--- config.mk ---
export PLATFORM = sky130hd
export DESIGN_NAME = ysyx_24080006_axi_arbiter
export DESIGN_NICKNAME = d
export VERILOG_FILES = /design/src/rtl/ysyx_24080006_axi_pkg.sv /design/src/rtl/ysyx_24080006_axi_arbiter.sv
export SDC_FILE = /design/constraint.sdc
export NUM_CORES = 1
export LEC_CHECK = 0
export ABC_AREA = 0
export CAP_MARGIN = 40
export CORE_AREA = 2 2 185 187
export DETAILED_ROUTE_END_ITERATION = 8
export DIE_AREA = 0 0 187 189
export DONT_BUFFER_PORTS = 1
export HOLD_SLACK_MARGIN = 0.08
export PLACE_DENSITY = 0.3
export SLEW_MARGIN = 30
export SYNTH_ARGS = -nofsm -noshare
export SYNTH_HDL_FRONTEND = slang
export SYNTH_SLANG_ARGS = --single-unit
--- constraint.sdc ---
create_clock -name clock -period 1.5 [get_ports clock]
set_input_delay 0.225 -clock clock [delete_from_list [all_inputs] [get_ports clock]]
set_output_delay 0.225 -clock clock [all_outputs]
set_load 0.01 [all_outputs]
--- src/rtl/ysyx_24080006_axi_pkg.sv ---
// AXI4 channel bundles shared by the arbiter and its masters/slave.
// Read bundles carry AR+R, write bundles carry AW+W+B, split by direction.
// Widths: 32-bit address/data, 4-bit IDs.
package ysyx_24080006_axi_pkg;

  typedef struct packed {
    logic        arvalid;
    logic [31:0] araddr;
    logic [3:0]  arid;
    logic [7:0]  arlen;
    logic [2:0]  arsize;
    logic [1:0]  arburst;
    logic        rready;
  } axi_r_m2s_t;

  typedef struct packed {
    logic        arready;
    logic        rvalid;
    logic [1:0]  rresp;
    logic [31:0] rdata;
    logic        rlast;
    logic [3:0]  rid;
  } axi_r_s2m_t;

  typedef struct packed {
    logic        awvalid;
    logic [31:0] awaddr;
    logic [3:0]  awid;
    logic [7:0]  awlen;
    logic [2:0]  awsize;
    logic [1:0]  awburst;
    logic        wvalid;
    logic [31:0] wdata;
    logic [3:0]  wstrb;
    logic        wlast;
    logic        bready;
  } axi_w_m2s_t;

  typedef struct packed {
    logic        awready;
    logic        wready;
    logic        bvalid;
    logic [1:0]  bresp;
    logic [3:0]  bid;
  } axi_w_s2m_t;

endpackage

--- src/rtl/ysyx_24080006_axi_arbiter.sv ---
// Shares one AXI4 memory port between the IFU (read-only) and the LSU (read/write).
// Latency: +1 cycle on AR/AW acceptance (registered grant); R/W/B data paths are combinational.
// Backpressure: a non-granted master sees ready=0 and is stalled; the granted path passes ready/valid untouched.
module ysyx_24080006_axi_arbiter
  import ysyx_24080006_axi_pkg::*;
#(
  parameter bit RR_EN = 1'b1
) (
  input  logic       clock,
  input  logic       reset,
  input  axi_r_m2s_t ifu_r_m2s,
  output axi_r_s2m_t ifu_r_s2m,
  input  axi_r_m2s_t lsu_r_m2s,
  output axi_r_s2m_t lsu_r_s2m,
  input  axi_w_m2s_t lsu_w_m2s,
  output axi_w_s2m_t lsu_w_s2m,
  output axi_r_m2s_t mem_r_m2s,
  input  axi_r_s2m_t mem_r_s2m,
  output axi_w_m2s_t mem_w_m2s,
  input  axi_w_s2m_t mem_w_s2m,
  output logic       arb_busy,
  output logic [1:0] arb_grant
);

  // State encoding doubles as the grant code seen on arb_grant.
  typedef enum logic [1:0] {
    IDLE   = 2'b00,
    RD_IFU = 2'b01,
    RD_LSU = 2'b10,
    WR_LSU = 2'b11
  } state_t;

  typedef enum logic {
    WIN_IFU = 1'b0,
    WIN_LSU = 1'b1
  } winner_t;

  state_t  state_q, state_d;
  winner_t last_winner_q, last_winner_d;

  logic req_ifu;
  logic req_lsu_rd;
  logic req_lsu_wr;
  logic req_lsu;
  logic lsu_wins_tie;
  logic rd_rready;
  logic rd_done;
  logic wr_done;

  // Request decode and transaction-completion detection.
  always_comb begin
    req_ifu    = ifu_r_m2s.arvalid;
    req_lsu_rd = lsu_r_m2s.arvalid;
    req_lsu_wr = lsu_w_m2s.awvalid | lsu_w_m2s.wvalid;
    req_lsu    = req_lsu_rd | req_lsu_wr;
    // Round-robin hands a contested slot to whoever did not win last time.
    lsu_wins_tie = RR_EN ? (last_winner_q == WIN_IFU) : 1'b1;
    rd_rready = 1'b0;
    if (state_q == RD_IFU) begin
      rd_rready = ifu_r_m2s.rready;
    end else if (state_q == RD_LSU) begin
      rd_rready = lsu_r_m2s.rready;
    end
    rd_done = mem_r_s2m.rvalid & rd_rready & mem_r_s2m.rlast;
    wr_done = mem_w_s2m.bvalid & lsu_w_m2s.bready;
  end

  // State and last-winner registers.
  always_ff @(posedge clock or negedge reset) begin
    if (!reset) begin
      state_q       <= IDLE;
      last_winner_q <= WIN_IFU;
    end else begin
      state_q       <= state_d;
      last_winner_q <= last_winner_d;
    end
  end

  // Next-state: arbitrate only from IDLE, hold the grant until the last R beat or B.
  always_comb begin
    state_d       = state_q;
    last_winner_d = last_winner_q;
    case (state_q)
      IDLE: begin
        if (req_lsu && (!req_ifu || lsu_wins_tie)) begin
          // The LSU never raises read and write together; write takes precedence anyway.
          state_d       = req_lsu_wr ? WR_LSU : RD_LSU;
          last_winner_d = WIN_LSU;
        end else if (req_ifu) begin
          state_d       = RD_IFU;
          last_winner_d = WIN_IFU;
        end
      end
      RD_IFU, RD_LSU: begin
        if (rd_done) begin
          state_d = IDLE;
        end
      end
      WR_LSU: begin
        if (wr_done) begin
          state_d = IDLE;
        end
      end
      default: state_d = IDLE;
    endcase
  end

  // Channel steering: only the granted path is connected, everything else reads as zero.
  always_comb begin
    ifu_r_s2m = '0;
    lsu_r_s2m = '0;
    lsu_w_s2m = '0;
    mem_r_m2s = '0;
    mem_w_m2s = '0;
    case (state_q)
      RD_IFU: begin
        mem_r_m2s = ifu_r_m2s;
        ifu_r_s2m = mem_r_s2m;
      end
      RD_LSU: begin
        mem_r_m2s = lsu_r_m2s;
        lsu_r_s2m = mem_r_s2m;
      end
      WR_LSU: begin
        mem_w_m2s = lsu_w_m2s;
        lsu_w_s2m = mem_w_s2m;
      end
      default: begin
      end
    endcase
  end

  assign arb_busy  = (state_q != IDLE);
  assign arb_grant = state_q;

endmodule

==> impl_summary.md <==
Hold path
The worst hold path belongs to the class input port to async pin.

STA
Headroom to the max-slew limit came out at 0.705. The clock arrives with 0.434 ps of skew. Setup repair after global routing could not meet its margin everywhere. The count of endpoints failing hold in the final timing report came to 0. Dividing the final minimum period by the clock period gives 1.20. The final critical-path setup slack is -304 ps. The max-slew violation count is 0. Counting I/O delays and the setup requirement, the final critical path takes 1800 ps. The number of setup violations in the final report is 233. For the pin with the worst max-slew slack, the measured transition is around 440 ps.

Timing would allow up to roughly 550 MHz.

Setup path
The reg-to-reg critical path startpoint is arb_grant[1]. Along the worst path, the maximum fanout reaches 18. STA classifies the critical path startpoint as a flip-flop. The sort of element at the end of the critical path is an output port. The worst register-to-register path ends at arb_grant[1]. Tracing the worst setup path back leads to its startpoint at arb_grant[1]. The setup check on the worst reg-to-reg path leaves a slack of -160 ps. STA puts the critical path data arrival time at 1580 ps.

The worst setup path is of the flip-flop to output port kind. STA puts the critical path data required time at 1270 ps. The worst register-to-register path has a depth of 7.

Route
The wire length the detailed router placed on met1 is around 5.6 mm. The highest metal layer with signal wires is met4. In the routed design, unresolved DRC markers number 0. The total number of vias is 2,843. Wire segments on met2 add up to 8.56 mm in the final route.

The total length of routed met3 wires is about 1.4 mm. The number of DRC violations after detailed-routing iteration 0 is 75. After detailed routing, the number of vias per cell comes to roughly 3.5.

The first detailed-routing pass ran for 4 iterations. The final routed wirelength across all metal layers is 16.6 mm. Dividing the detail-routed wire length by the instance count gives between 20 and 25 um.

Once detail routing completed, the nets flagged for antenna violations numbered 0.

Power
The internal power is 5.65 mW. The net switching share of the total power is 0.445. Power comes to 10.2 mW. For this design the static power due to leakage is 1.73 nW. The combinational share of power is 0.943.

The share of total power dissipated in sequential elements is 0.015. The portion of total power attributed to the clock network is 0.042. The analysis attributes to net switching a power of 4.52 mW.

Dividing total power by cell area gives a power density of approximately 2200 nW/um2. The largest voltage drop on the vdd net is 0.777 mV.

Yosys
Ranked by instance count, the synthesized netlist is headed by sky130_fd_sc_hd__and2_1 (180), sky130_fd_sc_hd__a22oi_1 (50), sky130_fd_sc_hd__nor2b_1 (50), sky130_fd_sc_hd__clkbuf_1 (20), sky130_fd_sc_hd__buf_2 (8). Of the total synthesized cell area, the portion taken by AND, OR, NAND and NOR gates is 0.656. The count of flip-flops with a built-in enable after synthesis is 0. By area the synthesized netlist is led by sky130_fd_sc_hd__and2_1 (50%), sky130_fd_sc_hd__a22oi_1 (17%), sky130_fd_sc_hd__nor2b_1 (14%). The synthesized instance count is 345. During synthesis, Yosys emitted a total of 0 warnings. The complex-gate fraction of the synthesized area was 0.211. The total nets after synthesis is 592. The count of state elements after synthesis is 3.

sky130_fd_sc_hd__and2_1 takes more of the synthesized area than any other cell. The post-synthesis async set-or-reset flop share is 1.00. The xor/xnor cell area share of the yosys netlist is 0.

By area, the combinational part of the netlist is dominated by simple AND/OR/NAND/NOR gates. Of the total synthesized cell area, the portion taken by full adders, half adders and majority gates is 0.0223. The most instantiated flip-flop cell in the synthesis netlist is sky130_fd_sc_hd__dfrtp_1. The cell area after synthesis is 2240 um2. The part of the Yosys area used for sequential elements is 0.0335.

The share of Yosys cell area claimed by the top area cell type is 0.502. The netlist uses 21 different library cells. In the post-synthesis netlist, the cell with the most instances is sky130_fd_sc_hd__and2_1. The average instance in the mapped netlist occupies 6.50 um2. The mux contribution to synthesized area is 0.

Global route
The global route total overflow is 0. The first global-routing pass estimated 16.4 mm of wire. Entering global routing, the biggest net connects 72 pins.

In the global route stage, overall resource usage came out at 0.0638. The via count of the first global-routing pass was 2,414. The initial antenna violation count came to 2.

Clock tree
In this run, CTS created clock tree buffers numbering 3. The later pin in the worst-skew pair is clocked with a latency of around 220 ps. CTS built an H-tree with a depth of 1.

The clock transition time at the flip-flop clock pins of the worst setup and hold paths is 30 ps. The tree is rooted in a sky130_fd_sc_hd__clkbuf_16. The clock passes through at most 2 buffers. The TritonCTS clock tree is built. The count of clock tree sinks is 3.

Cells and area
Relative to the synthesized area, the layout overhead comes to 110%. The area taken by multi-input logic gates is 3020 um2. In the final layout, the share of cells above drive strength 1 is 0.817.

The layout has 3,759 filler cells. Across the whole layout, storage elements account for 75.1 um2. The utilization after layout is 0.142. The net count of the finished layout is 620.

Floorplan
The die outline height is 189 um. For this design the top-level I/O count stands at 477. For this configuration, the core starts out at a cell density of 0.0674. The area of the die is 35,300 um2.

The die is 187 um wide. In this run the core area contains 67 standard-cell rows. The placeable core region is 33,300 um2.

Place
Input and output buffers added on the ports amount to 0. The weighted congestion reported at the end of routability-driven placement is 0.887. The post-detailed-placement half-perimeter wirelength is 10.9 mm.

Outcome
The run finished, with violations left. The final reports fail on negative setup slack.

Run
The tool flagged a number of max-cap violations equal to 0.
-- how the worst max path moves through the flow --
| stage | endpoint | cells after the start |
|---|---|---|
| 3_5_place_dp | mem_r_m2s[36] | 5 |
| 4_1_cts | mem_r_m2s[50] | 6 |
| 2_1_floorplan | mem_r_m2s[10] | 6 |
| 6_report | mem_r_m2s[36] | 5 |
| 5_1_grt | mem_r_m2s[36] | 6 |
| 3_3_place_gp | arb_grant[1] | 7 |
-- final cells by class --
class	count	share of cell area
multi-input cells	303	0.641
repair buffers	58	0.203
well taps	448	0.119
clock buffers	4	0.0167
flip-flops and latches	3	0.0159
inverters	4	0.00318
diodes	2	0.00106
-- critical path, cell delays in order, from the launching register on --
cell	delay (ps)
sky130_fd_sc_hd__dfrtp_1	400
sky130_fd_sc_hd__buf_6	130
sky130_fd_sc_hd__ha_4	220
sky130_fd_sc_hd__buf_16	190
sky130_fd_sc_hd__a22oi_2	310
sky130_fd_sc_hd__nor2b_4	90
-- power by group through the flow --
stage                     Combinational (mW)  Clock [mW]  Sequential (mW)
final                                   9.59       0.427            0.157
after global routing                    10.1       0.445            0.163
after CTS                               6.01       0.437            0.156
after detailed placement                5.10           0            0.156
after global placement                  5.16           0            0.155
after floorplan                         3.83           0            0.167
-- layer usage --
layer  track usage  vias up
li1              -     1182
met3        0.0132       34
met1        0.0650     1359
met4        0.0348        0
met2         0.122      268
met5             0        -
-- sequential cells by signal, summed over array words and instances (netlist names) --
| signal | count |
|---|---|
| arb_grant | 2 |
| last_winner_q | 1 |
-- what timing repair did --
action,4_1_cts,5_1_grt
cloned,3,18
setup endpoints to repair,233,234
gates resized for setup,75,211
hold buffers,1,0
pin swaps,9,52
setup buffers,6,8
endpoints found under the hold margin,3,0
-- metrics by stage --
stage	std cells	setup WS [ps]	TNS [ps]	hold WS (ps)	instance area [um2]
3_5_place_dp	781	-198	-10240	-70.3	3050
3_3_place_gp	781	-206	-10520	-70.3	3050
5_1_grt	822	-343	-53790	289	4720
4_1_cts	795	-305	-39950	232	3490
2_1_floorplan	345	-23.3	-1010	-70.6	2410
6_report	822	-304	-40020	273	4720
-- kinds of logic after synthesis --
group                    Yosys count
AND/OR/NAND/NOR                  237
buffers and inverters             39
adder cells (fa/ha/maj)            4
flip-flops                         3
AO/OA/AOI/OAI                     62
-- cell usage in the layout, fill, tap and decap left out, types with 2 or more instances in the layout --
cell type / instances
sky130_fd_sc_hd__buf_4: 13
sky130_fd_sc_hd__buf_6: 10
sky130_fd_sc_hd__buf_8: 4
sky130_fd_sc_hd__clkbuf_16: 14
sky130_fd_sc_hd__inv_2: 2
sky130_fd_sc_hd__and2_1: 47
sky130_fd_sc_hd__buf_12: 16
sky130_fd_sc_hd__a22oi_2: 50
sky130_fd_sc_hd__and2_4: 133
sky130_fd_sc_hd__dfrtp_1: 3
sky130_fd_sc_hd__inv_1: 2
sky130_fd_sc_hd__nand2_1: 3
sky130_fd_sc_hd__ha_4: 3
sky130_fd_sc_hd__nor2b_4: 49
sky130_fd_sc_hd__a21oi_1: 3
sky130_fd_sc_hd__o21ai_0: 2
sky130_fd_sc_hd__a31o_1: 2
sky130_fd_sc_hd__buf_16: 3
sky130_fd_sc_hd__diode_2: 2
(Power assumes the default switching activity.)
